--- src/rtl/writeback_stage_mw.sv ---
// writeback_stage_mw
//   Memory->Writeback pipeline register fused with the ResultW select.
//   Handles LANES data lanes with per-lane write enables, stall/flush, a
//   valid bit, variable-latency loads (WAIT state with timeout) and a
//   retired-instruction counter.
//
// Ports
//   clk, rst (async, active-low), en (global stage enable)
//   StallW, FlushW                       : W-stage hold / bubble insertion
//   ValidM, PCSrcM, RegWriteM, MemtoRegM : M-stage control
//   LaneEnM, WA3M                        : lane write mask, destination register
//   ALUOutM, ReadDataM, ReadValidM       : M-stage data, lane i at [i*N +: N]
//   PCSrcW, RegWriteW, LaneWeW, WA3W     : registered W-stage control
//   ResultW, ValidW                      : selected result and its valid bit
//   HoldM                                : combinational back-pressure to M
//   LoadTimeout                          : sticky "load never returned" flag
//   RetiredCount                         : wrapping retired-instruction count
module writeback_stage_mw #(
    parameter int N       = 24,
    parameter int LANES   = 1,
    parameter int RA      = 4,
    parameter int TIMEOUT = 15,
    parameter int CW      = 16
) (
    input  logic               clk,
    input  logic               rst,
    input  logic               en,
    input  logic               StallW,
    input  logic               FlushW,
    input  logic               ValidM,
    input  logic               PCSrcM,
    input  logic               RegWriteM,
    input  logic               MemtoRegM,
    input  logic [LANES-1:0]   LaneEnM,
    input  logic [RA-1:0]      WA3M,
    input  logic [LANES*N-1:0] ALUOutM,
    input  logic [LANES*N-1:0] ReadDataM,
    input  logic               ReadValidM,
    output logic               PCSrcW,
    output logic               RegWriteW,
    output logic [LANES-1:0]   LaneWeW,
    output logic [RA-1:0]      WA3W,
    output logic [LANES*N-1:0] ResultW,
    output logic               ValidW,
    output logic               HoldM,
    output logic               LoadTimeout,
    output logic [CW-1:0]      RetiredCount
);

    localparam int TW = $clog2(TIMEOUT + 1);

    typedef enum logic {
        S_RUN  = 1'b0,
        S_WAIT = 1'b1
    } state_t;

    state_t            state;
    logic [TW-1:0]     wait_cnt;

    // Control of the load parked in WAIT; replayed when its data arrives.
    logic              pcsrc_p0;
    logic              regwrite_p0;
    logic [LANES-1:0]  lane_en_p0;
    logic [RA-1:0]     wa3_p0;

    // Lane mask of the instruction currently in W.
    logic [LANES-1:0]  lane_en_p1;

    logic              load_miss;

    assign load_miss = ValidM & MemtoRegM & ~ReadValidM;

    assign HoldM = (state == S_WAIT) |
                   ((state == S_RUN) & en & ~FlushW & ~StallW & load_miss);

    // RegWriteW already carries the valid gating, so bubbles never write.
    assign LaneWeW = {LANES{RegWriteW}} & lane_en_p1;

    always_ff @(posedge clk or negedge rst) begin
        if (!rst) begin
            state        <= S_RUN;
            wait_cnt     <= '0;
            pcsrc_p0     <= 1'b0;
            regwrite_p0  <= 1'b0;
            lane_en_p0   <= '0;
            wa3_p0       <= '0;
            lane_en_p1   <= '0;
            PCSrcW       <= 1'b0;
            RegWriteW    <= 1'b0;
            WA3W         <= '0;
            ResultW      <= '0;
            ValidW       <= 1'b0;
            LoadTimeout  <= 1'b0;
            RetiredCount <= '0;
        end else if (en) begin
            case (state)
                // ---- RUN: flush > stall > load miss > normal advance ----
                S_RUN: begin
                    if (FlushW) begin
                        ValidW    <= 1'b0;
                        RegWriteW <= 1'b0;
                        PCSrcW    <= 1'b0;
                    end else if (!StallW) begin
                        if (load_miss) begin
                            pcsrc_p0    <= PCSrcM;
                            regwrite_p0 <= RegWriteM;
                            lane_en_p0  <= LaneEnM;
                            wa3_p0      <= WA3M;
                            ValidW      <= 1'b0;
                            RegWriteW   <= 1'b0;
                            PCSrcW      <= 1'b0;
                            wait_cnt    <= TW'(1);
                            state       <= S_WAIT;
                        end else begin
                            ValidW     <= ValidM;
                            RegWriteW  <= RegWriteM & ValidM;
                            PCSrcW     <= PCSrcM & ValidM;
                            WA3W       <= WA3M;
                            lane_en_p1 <= LaneEnM;
                            ResultW    <= MemtoRegM ? ReadDataM : ALUOutM;
                            if (ValidM) begin
                                RetiredCount <= RetiredCount + CW'(1);
                            end
                        end
                    end
                end
                // ---- WAIT: flush > data return > timeout > keep waiting ----
                S_WAIT: begin
                    if (FlushW) begin
                        ValidW    <= 1'b0;
                        RegWriteW <= 1'b0;
                        PCSrcW    <= 1'b0;
                        state     <= S_RUN;
                    end else if (ReadValidM || (wait_cnt == TW'(TIMEOUT))) begin
                        // A timed-out load still retires, with zero data, so
                        // the destination register is not left stale.
                        if (!ReadValidM) begin
                            LoadTimeout <= 1'b1;
                        end
                        ResultW      <= ReadValidM ? ReadDataM : '0;
                        ValidW       <= 1'b1;
                        RegWriteW    <= regwrite_p0;
                        PCSrcW       <= pcsrc_p0;
                        WA3W         <= wa3_p0;
                        lane_en_p1   <= lane_en_p0;
                        RetiredCount <= RetiredCount + CW'(1);
                        state        <= S_RUN;
                    end else begin
                        wait_cnt <= wait_cnt + TW'(1);
                    end
                end
                default: state <= S_RUN;
            endcase
        end
    end

endmodule

--- config.mk ---
export PLATFORM = sky130hd
export DESIGN_NAME = writeback_stage_mw
export DESIGN_NICKNAME = d
export VERILOG_FILES = /design/src/rtl/writeback_stage_mw.sv
export SDC_FILE = /design/constraint.sdc
export NUM_CORES = 1
export LEC_CHECK = 0
export BUFFER_PORTS_ARGS = -buffer_cell sky130_fd_sc_hd__buf_2
export CORE_UTILIZATION = 49
export CTS_CLUSTER_SIZE = 12
export DETAILED_ROUTE_END_ITERATION = 10
export GPL_TIMING_DRIVEN = 0
export PLACE_DENSITY = 0.89
export SLEW_MARGIN = 10
export SYNTH_ARGS = -nofsm -noshare
export SYNTH_HDL_FRONTEND = slang
export SYNTH_SLANG_ARGS = --single-unit
--- constraint.sdc ---
create_clock -name clk -period 2.1 [get_ports clk]
set_clock_uncertainty 0.05 [all_clocks]
set_input_delay 0.42 -clock clk [delete_from_list [all_inputs] [get_ports clk]]
set_output_delay 0.42 -clock clk [all_outputs]
set_load 0.01 [all_outputs]
==> results.toml, run 1 <==
[critical_path]
path_buf_inv = 3
slowest_stage = "dfrtp_1"
worst-path-max-fanout = 10
critPathLaunch = "state"
reg2reg_depth = 7
crit_family = "buffers and inverters"
crit_path_end_kind = "primary output"
critPathKind = "reg -> out"
cp_cell_sequence = "clkbuf_4 -> clkbuf_4 -> nand2b_1 -> buf_2"
worstPathRequired_ps = 1630
cp_data_arrival_time_ps = 1550
r2r-start = "wait_cnt[0]"
cpMostUsedCell = "clkbuf_4"
regToRegEndpoint = "WA3W[0]"
crit_path_start_kind = "register"
cp_slowest_stage_delay_ps = 470
r2r_setup_slack_ps = 130

[drt]
ant_nets = 0
wl_per_cell_um = 15.5
wl_um = 6850
firstDrtPassIters = 4
drt_iter0_drc = 151
viasPerCell = 5.44
via_count = 2399
drc_errors = 0

[placed_design]
port_buffers = 111
routabilityCongestion = 0.838
place_inst = 421
hpwlAfterDp_um = 5010

[floorplanning]
placementRows = 28
start_util = 0.513
dieWidth_um = 80.9
die_h_um = 80.9
coreArea_um2 = 5960
dieArea_um2 = 6550
num_io_pins = 113

[sta]
max_freq_mhz = 495
maxSlewHeadroom = 0.492
rsz0062_at_grt = "false"
fin_crit_sh = 0.961
hold_viol_final = 0
final_max_slew_viol_count = 0
setup_violations = 0
worstMarginPinSlew_ps = 762
finalCriticalPeriod_ps = 2020

[synthesis]
yosysTopAreaCell = "dfrtp_1"
synthCells = 235
synthArstFlopShare = 1.00
syn_area_um2 = 3050
ys_ff_latch = 61
synth_nets = 300
ys.warnings.count = 0
synth_edf_count = 0
yosys-top-cells-area = "dfrtp_1, mux2_2, a22o_1"
post-synth-top-area-fraction = 0.500
avgSynthCellArea_um2 = 13.0
synthFlopType = "dfrtp_1"
synth_cell_types = 47
ys_seq_area_frac = 0.500

[run]
cap_violations = 0

[clock_network]
htreeDepth = 3
clock-sinks = 61
cts-buffers-inserted = 9
ctsHoldBuffers = 0
clk_latency_ps = 340
clk_pin_slew_ps = 60
root_buffer = "clkbuf_8"
cts_tree = "built"
clk_path_buf_depth = 2

[global_route]
grt_max_degree = 62
track_usage = 0.222
grt_overflow = 0
grt_pass1_wl_um = 10800
antenna_found_initial = 0
grt_pass1_vias = 2304

[run_status]
outcome = "completed"

[finish]
fin_nets = 427
final_cells = 441
synthToLayoutAreaGrowth_pct = 29.9
diodes = 0
utilization = 0.666
drive_above_1_share = 0.541

[worst_hold_path]
hold_path.class = "in -> async"

[power]
p_leak_nw = 2.07
p_per_area_nw_per_um2 = 832
ir_drop_uv = 496
-- registers in the layout (all words and copies together), names as in the netlist --
register      count
LoadTimeout       1
PCSrcW            1
RegWriteW         1
ResultW          24
RetiredCount     16
ValidW            1
WA3W              4
lane_en_p0        1
lane_en_p1        1
pcsrc_p0          1
regwrite_p0       1
state             1
wa3_p0            4
wait_cnt          4
-- metal layers --
layer,part of all wire,up-vias,routed length (um),global-route usage
li1,-,1147,-,-
met1,0.42,1162,2910,0.260
met2,0.50,80,3430,0.373
met3,0.061,10,415,0.0730
met4,0.014,0,97,0.0929
met5,0,-,0,0
-- power breakdown --
group | leakage, nW | switching, W | total [W] | internal, W
registers | 0.781 | 0.000131 | 0.00151 | 0.00138
logic | 1.19 | 0.000344 | 0.000749 | 0.000405
clock network | 0.101 | 0.000438 | 0.00104 | 0.000601
total | 2.07 | 0.000913 | 0.00330 | 0.00239
-- cells in the mapped netlist (3+ instances only) --
master	instances
dfrtp_1	61
mux2_2	33
a22o_1	27
xor2_1	15
mux2_4	10
nand2_1	8
nand4_1	6
nand3_1	5
nor4_1	5
nor4_2	5
and3_1	4
buf_2	4
clkbuf_1	4
inv_1	3
nand2b_1	3
nor4b_1	3
-- how the worst max path moves through the flow --
stage	endpoint	slack, ps	depth (start not counted)
2_1_floorplan	ResultW[0]	250	7
3_3_place_gp	WA3W[0]	-10	7
3_5_place_dp	WA3W[0]	-30	7
4_1_cts	WA3W[0]	10	7
5_1_grt	HoldM	0.9	5
6_report	HoldM	80	4
-- cells in the final DEF, fill, tap and decap left out, types with 2 or more instances in the layout --
cell        n
a31oi_1     2
nand2b_1    3
clkbuf_1    4
mux2_2     33
nand4_1     6
clkbuf_8   11
nor4_2      5
o41ai_1     2
and3_1      4
clkinv_2    2
a21o_1      2
and2_1      2
nor4_1      5
buf_6       3
nand2_1     8
buf_4       7
dfrtp_1    61
buf_2     111
nor4b_1     3
a22o_1     27
nand3_1     5
mux2_4     10
clkbuf_4    3
a21oi_2     2
xor2_1     15
inv_1       3
-- repair_timing --
item | 4_1_cts | 5_1_grt
setup buffers | 0 | 5
hold endpoints to repair | 0 | 0
resized for setup | 3 | 7
endpoints found under the setup margin | 11 | 21
pin swaps | 0 | 2
cloned | 0 | 0
-- cell families (layout without fill, tap and decap cells) --
group,after synthesis,after routing,share of synthesized area
compound gates,43,43,0.117
simple gates,53,53,0.123
buf+inv,16,147,0.0311
fa+ha+maj,2,2,0.00820
xor+xnor,15,15,0.0430
flops,61,61,0.500
mux,45,45,0.178
-- per-stage QoR --
| stage | setup WS (ps) | instance area, um^2 | power (W) | TNS, ps | hold slack [ps] |
|---|---|---|---|---|---|
| 2_1_floorplan | 249 | 3050 | 0.00193 | 0 | 74.4 |
| 3_3_place_gp | -11.0 | 3700 | 0.00223 | -65.0 | 401 |
| 3_5_place_dp | -33.9 | 3700 | 0.00227 | -254 | 419 |
| 4_1_cts | 11.0 | 3910 | 0.00333 | 0 | 130 |
| 5_1_grt | 0.919 | 3970 | 0.00350 | 0 | 162 |
| 6_report | 80.9 | 3970 | 0.00330 | 0 | 102 |
-- area by class of cell --
| type | count | area (um^2) |
|---|---|---|
| Clock buffer | 11 | 151 |
| Fill cell | 472 | 1990 |
| Clock inverter | 4 | 47.5 |
| Tap cell | 75 | 93.8 |
| Timing Repair Buffer | 116 | 596 |
| Inverter | 3 | 11.3 |
| Sequential cell | 61 | 1530 |
| Multi-Input combinational cell | 158 | 1440 |
| Buffer | 13 | 98.8 |
No activity file was read; power rests on OpenSTA's default activity.
==> inputs of run 2 (changes only) <==
Settings changed: CORE_UTILIZATION 49 to 38, PLACE_DENSITY 0.89 to 0.74.
==> run 2 against run 1 <==
  * Final area up 2.0%
  * Flip-flop and latch count is the same
  * First-iteration DRC count shrank 46%
  * Maximum frequency rose by 0.55%
  * Die area up 28%
  * Hold slack better by 15 ps
  * Critical path depth increased by 1
  * Register-to-register slack lost 20 ps
  * Sequential share of layout area fell by 0.71 points
  * Largest power group unchanged
  * Highest routed layer unchanged
==> results.toml, run 2 (same netlist as run 1, synthesis figures left out) <==
[critical_path]
worst-path-max-fanout = 10
cp_data_arrival_time_ps = 1540
critPathKind = "reg -> out"
worstPathRequired_ps = 1630
r2r_setup_slack_ps = 110
cp_slowest_stage_delay_ps = 460
cp_cell_sequence = "nor2b_4 -> nand4_1 -> buf_4 -> nand2b_1 -> buf_2"
slowest_stage = "dfrtp_2"
crit_path_end_kind = "primary output"
crit_path_start_kind = "register"

[clock_network]
cts_tree = "built"
htreeDepth = 3
root_buffer = "clkbuf_8"
ctsHoldBuffers = 0
clk_path_buf_depth = 2
cts-buffers-inserted = 9
clk_latency_ps = 330
clk_pin_slew_ps = 70
clock-sinks = 61

[finish]
final_area_um2 = 4040
final_common_cell = "buf_2"
fin_nets = 426
top_regs = "ResultW (24), RetiredCount (16)"
drive_above_1_share = 0.542
largest_reg_flops = 24
final_cell_mix = "buf_2, dfrtp_1, mux2_2"
final_cells = 467
top_register = "ResultW"
synthToLayoutAreaGrowth_pct = 32.5
diodes = 0

[floorplanning]
dieArea_um2 = 8400
start_util = 0.393
die_h_um = 91.6
coreArea_um2 = 7770
num_io_pins = 113
dieWidth_um = 91.6
placementRows = 32

[global_route]
grt_overflow = 0
grt_max_degree = 62
antenna_found_initial = 0
grt_pass1_vias = 2365
track_usage = 0.173
grt_pass1_wl_um = 11300

[run]
cap_violations = 0

[drt]
drc_errors = 0
firstDrtPassIters = 4
wl_per_cell_um = 14.4
viasPerCell = 5.12
ant_nets = 0
wl_um = 6740
via_count = 2389
drt_iter0_drc = 81

[worst_hold_path]
hold_path.class = "in -> async"

[placed_design]
port_buffers = 111
routabilityCongestion = 0.778
hpwlAfterDp_um = 4910
post-place-ws_ps = -53.7
place_inst = 448
post_dp_cell_area_um2 = 3740

[run_status]
outcome = "completed"

[power]
p_total_w = 0.00345
p_per_area_nw_per_um2 = 854
p_leak_nw = 2.08
ir_drop_uv = 519

[sta]
final_max_slew_viol_count = 0
maxSlewHeadroom = 0.486
fin_crit_sh = 0.956
layout_setup_ws_ps = 91.9
worstMarginPinSlew_ps = 771
hold_viol_final = 0
max_freq_mhz = 498
finalCriticalPeriod_ps = 2010
setup_violations = 0
==> run 2: cell type report <==
| cell class | count | area, um^2 |
|---|---|---|
| Fill cell | 720 | 3720 |
| Sequential cell | 61 | 1530 |
| Multi-Input combinational cell | 158 | 1440 |
| Timing Repair Buffer | 115 | 601 |
| Clock buffer | 12 | 165 |
| Tap cell | 102 | 128 |
| Buffer | 13 | 103 |
| Clock inverter | 3 | 67.6 |
| Inverter | 3 | 11.3 |
==> run 2: worst max-delay path: cells and delay by family (launching register included) <==
kind / cells / cell delay, ps
buffers and inverters: 2 / 350
flip-flops: 1 / 460
AND/OR/NAND/NOR: 3 / 400
==> run 2: worst paths after layout <==
path                            depth (start not counted)                to             start
min in group clk                                        2       regwrite_p0         RegWriteM
worst min-delay path                                    1   RetiredCount[2]               rst
worst max register to register                          7        ResultW[5]       wait_cnt[0]
worst max-delay path                                    5             HoldM             state
worst min register to register                          1  RetiredCount[15]  RetiredCount[15]
max in group asynchronous                               1             state               rst
==> run 2: timing repair <==
item,CTS,global route
gates resized for setup,3,8
setup buffers,0,4
pin swaps,0,1
endpoints found under the setup margin,1,24
==> run 2: metrics by stage <==
stage | util | hold WS (ps) | TNS (ps)
3_3_place_gp | 0.481 | 400 | -388
2_1_floorplan | - | 74.4 | 0
5_1_grt | 0.521 | 176 | -2.24
3_5_place_dp | 0.481 | 425 | -539
6_report | 0.521 | 117 | 0
4_1_cts | 0.512 | 146 | 0
==> run 2: power breakdown <==
part           leakage, nW  internal [W]  switching (W)  total [W]
registers            0.779       0.00138       0.000135    0.00152
clock network        0.115      0.000759       0.000446    0.00121
logic                 1.19      0.000400       0.000332   0.000731
==> run 2: layer usage <==
layer	vias up	GRT usage	routed length, um
met1	1154	0.209	3030
met3	10	0.0439	371
li1	1144	-	-
met5	-	0	0
met4	0	0.0780	124
met2	81	0.290	3220
==> inputs of run 3 (changes only) <==
Settings changed: CORE_UTILIZATION 38 to 35, PLACE_DENSITY 0.74 to 0.7.
==> run 3 against run 2 <==
  * Non-clock buffer count stayed put
  * Highest routed layer unchanged
  * Via count increased by 1.0%
  * Hold slack improved by 7.4 ps
  * Die area rose by 8.4%
  * Critical endpoint is now ResultW[2]
  * Sequential share of layout area rose by 0.21 points
  * Setup slack got worse by 27 ps
==> results.toml, run 3 (same netlist as run 1, synthesis figures left out) <==
[critical_path]
cpMostUsedCell = "buf_6"
cp_slowest_stage_delay_ps = 400
worst-path-max-fanout = 10
crit_family = "compound AO/OA/AOI/OAI gates"
cp_cell_sequence = "ha_1 -> nand3_4 -> a22o_1 -> a21oi_2 -> buf_6 -> buf_6 -> mux2_4"
cp_data_arrival_time_ps = 2200
crit_path_end_kind = "register"
critPathKind = "reg -> reg"
slowest_stage = "dfrtp_1"
path_buf_inv = 2
worstPathRequired_ps = 2260
crit_path_start_kind = "register"

[global_route]
grt_pass1_wl_um = 10900
antenna_found_initial = 0
grt.busiest_layer = "met2"
use_met2 = 0.256
track_usage = 0.157
grt_max_degree = 62
gr-usage-met1 = 0.197
use_met3 = 0.0606
grt_pass1_vias = 2271
grt_overflow = 0

[clock_network]
cts_tree = "built"
clk_latency_ps = 330
clk_pin_slew_ps = 60
clock-sinks = 61
cts-buffers-inserted = 9
ctsHoldBuffers = 0
clk_path_buf_depth = 2
htreeDepth = 3
root_buffer = "clkbuf_8"

[floorplanning]
dieArea_um2 = 9100
dieWidth_um = 95.4
die_h_um = 95.4
placementRows = 33
coreArea_um2 = 8340
start_util = 0.366
num_io_pins = 113

[finish]
fillerInstances = 769
synthToLayoutAreaGrowth_pct = 31.7
drive_above_1_share = 0.538
final_area_um2 = 4020
final_common_cell = "buf_2"
largest_reg_flops = 24
diodes = 0
final_cell_mix = "buf_2, dfrtp_1, mux2_2"
top_regs = "ResultW (24), RetiredCount (16)"
fin_nets = 426
top_register = "ResultW"

[sta]
worstMarginPinSlew_ps = 773
hold_viol_final = 0
setup_violations = 0
maxSlewHeadroom = 0.485
fin_crit_sh = 0.969
finalCriticalPeriod_ps = 2040
final_max_slew_viol_count = 0
max_freq_mhz = 491
tns_ps = 0

[drt]
wl_per_cell_um = 14.7
ant_nets = 0
wl_um = 6890
viasPerCell = 5.14
drt_iter0_drc = 102
via_count = 2413
firstDrtPassIters = 4
drc_errors = 0

[placed_design]
port_buffers = 111
routabilityCongestion = 0.798
post_dp_cell_area_um2 = 3740
hpwlAfterDp_um = 4960

[run_status]
outcome = "completed"

[power]
ir_drop_uv = 404
p_per_area_nw_per_um2 = 824
p_total_w = 0.00331
p_leak_nw = 2.07

[run]
cap_violations = 0

[worst_hold_path]
hold_path.class = "in -> async"
-- run 3: where the power goes --
group	internal, W	leakage (nW)	switching [W]	total, W
Sequential	0.00138	0.779	0.000134	0.00152
Clock	0.000633	0.102	0.000428	0.00106
Combinational	0.000401	1.19	0.000335	0.000735
-- run 3: final timing paths --
check                      cells after the start  slack [ps]             start                to
setup / recovery                               7          60       wait_cnt[0]        ResultW[2]
hold / removal                                 1         120               rst            ValidW
setup reg to reg                               7          60       wait_cnt[0]        ResultW[2]
hold reg to reg                                1         430  RetiredCount[15]  RetiredCount[15]
max in group asynchronous                      1        1350               rst             state
min in group clk                               2         290           WA3M[0]         wa3_p0[0]
-- run 3: layout make-up --
class	count	area (um^2)	share of cell area
Buffer	13	103	0.0255
Clock buffer	13	169	0.0420
Clock inverter	1	30.0	0.00747
Inverter	3	11.3	0.00280
Multi-Input combinational cell	158	1450	0.360
Sequential cell	61	1530	0.380
Tap cell	105	131	0.0327
Timing Repair Buffer	115	601	0.149
-- run 3: worst reg2reg max path, cell delays in order, from the launching register on --
cell and delay [ps]:
dfrtp_1 400, ha_1 250, nand3_4 120, a22o_1 240, a21oi_2 210, buf_6 160
buf_6 170, mux2_4 310
-- run 3: repair_timing --
item / 4_1_cts / 5_1_grt
pin swaps: 0 / 1
buffers inserted: 0 / 4
endpoints found under the setup margin: 11 / 23
resized for setup: 4 / 8
-- run 3: stage by stage --
step / util / hold WS, ps / cells / setup slack [ps]
after detailed placement: 0.449 / 424 / 451 / -17.0
after floorplan: - / 74.4 / 235 / 249
final: 0.482 / 124 / 469 / 64.6
after global routing: 0.482 / 183 / 469 / -8.55
after CTS: 0.474 / 132 / 465 / 6.32
after global placement: 0.448 / 401 / 451 / -28.8
-- run 3: routing by layer --
layer  up-vias  part of all wire
li1       1144                 -
met2        87              0.48
met5         -                 0
met4         0            0.0058
met3         4             0.067
met1      1178              0.45
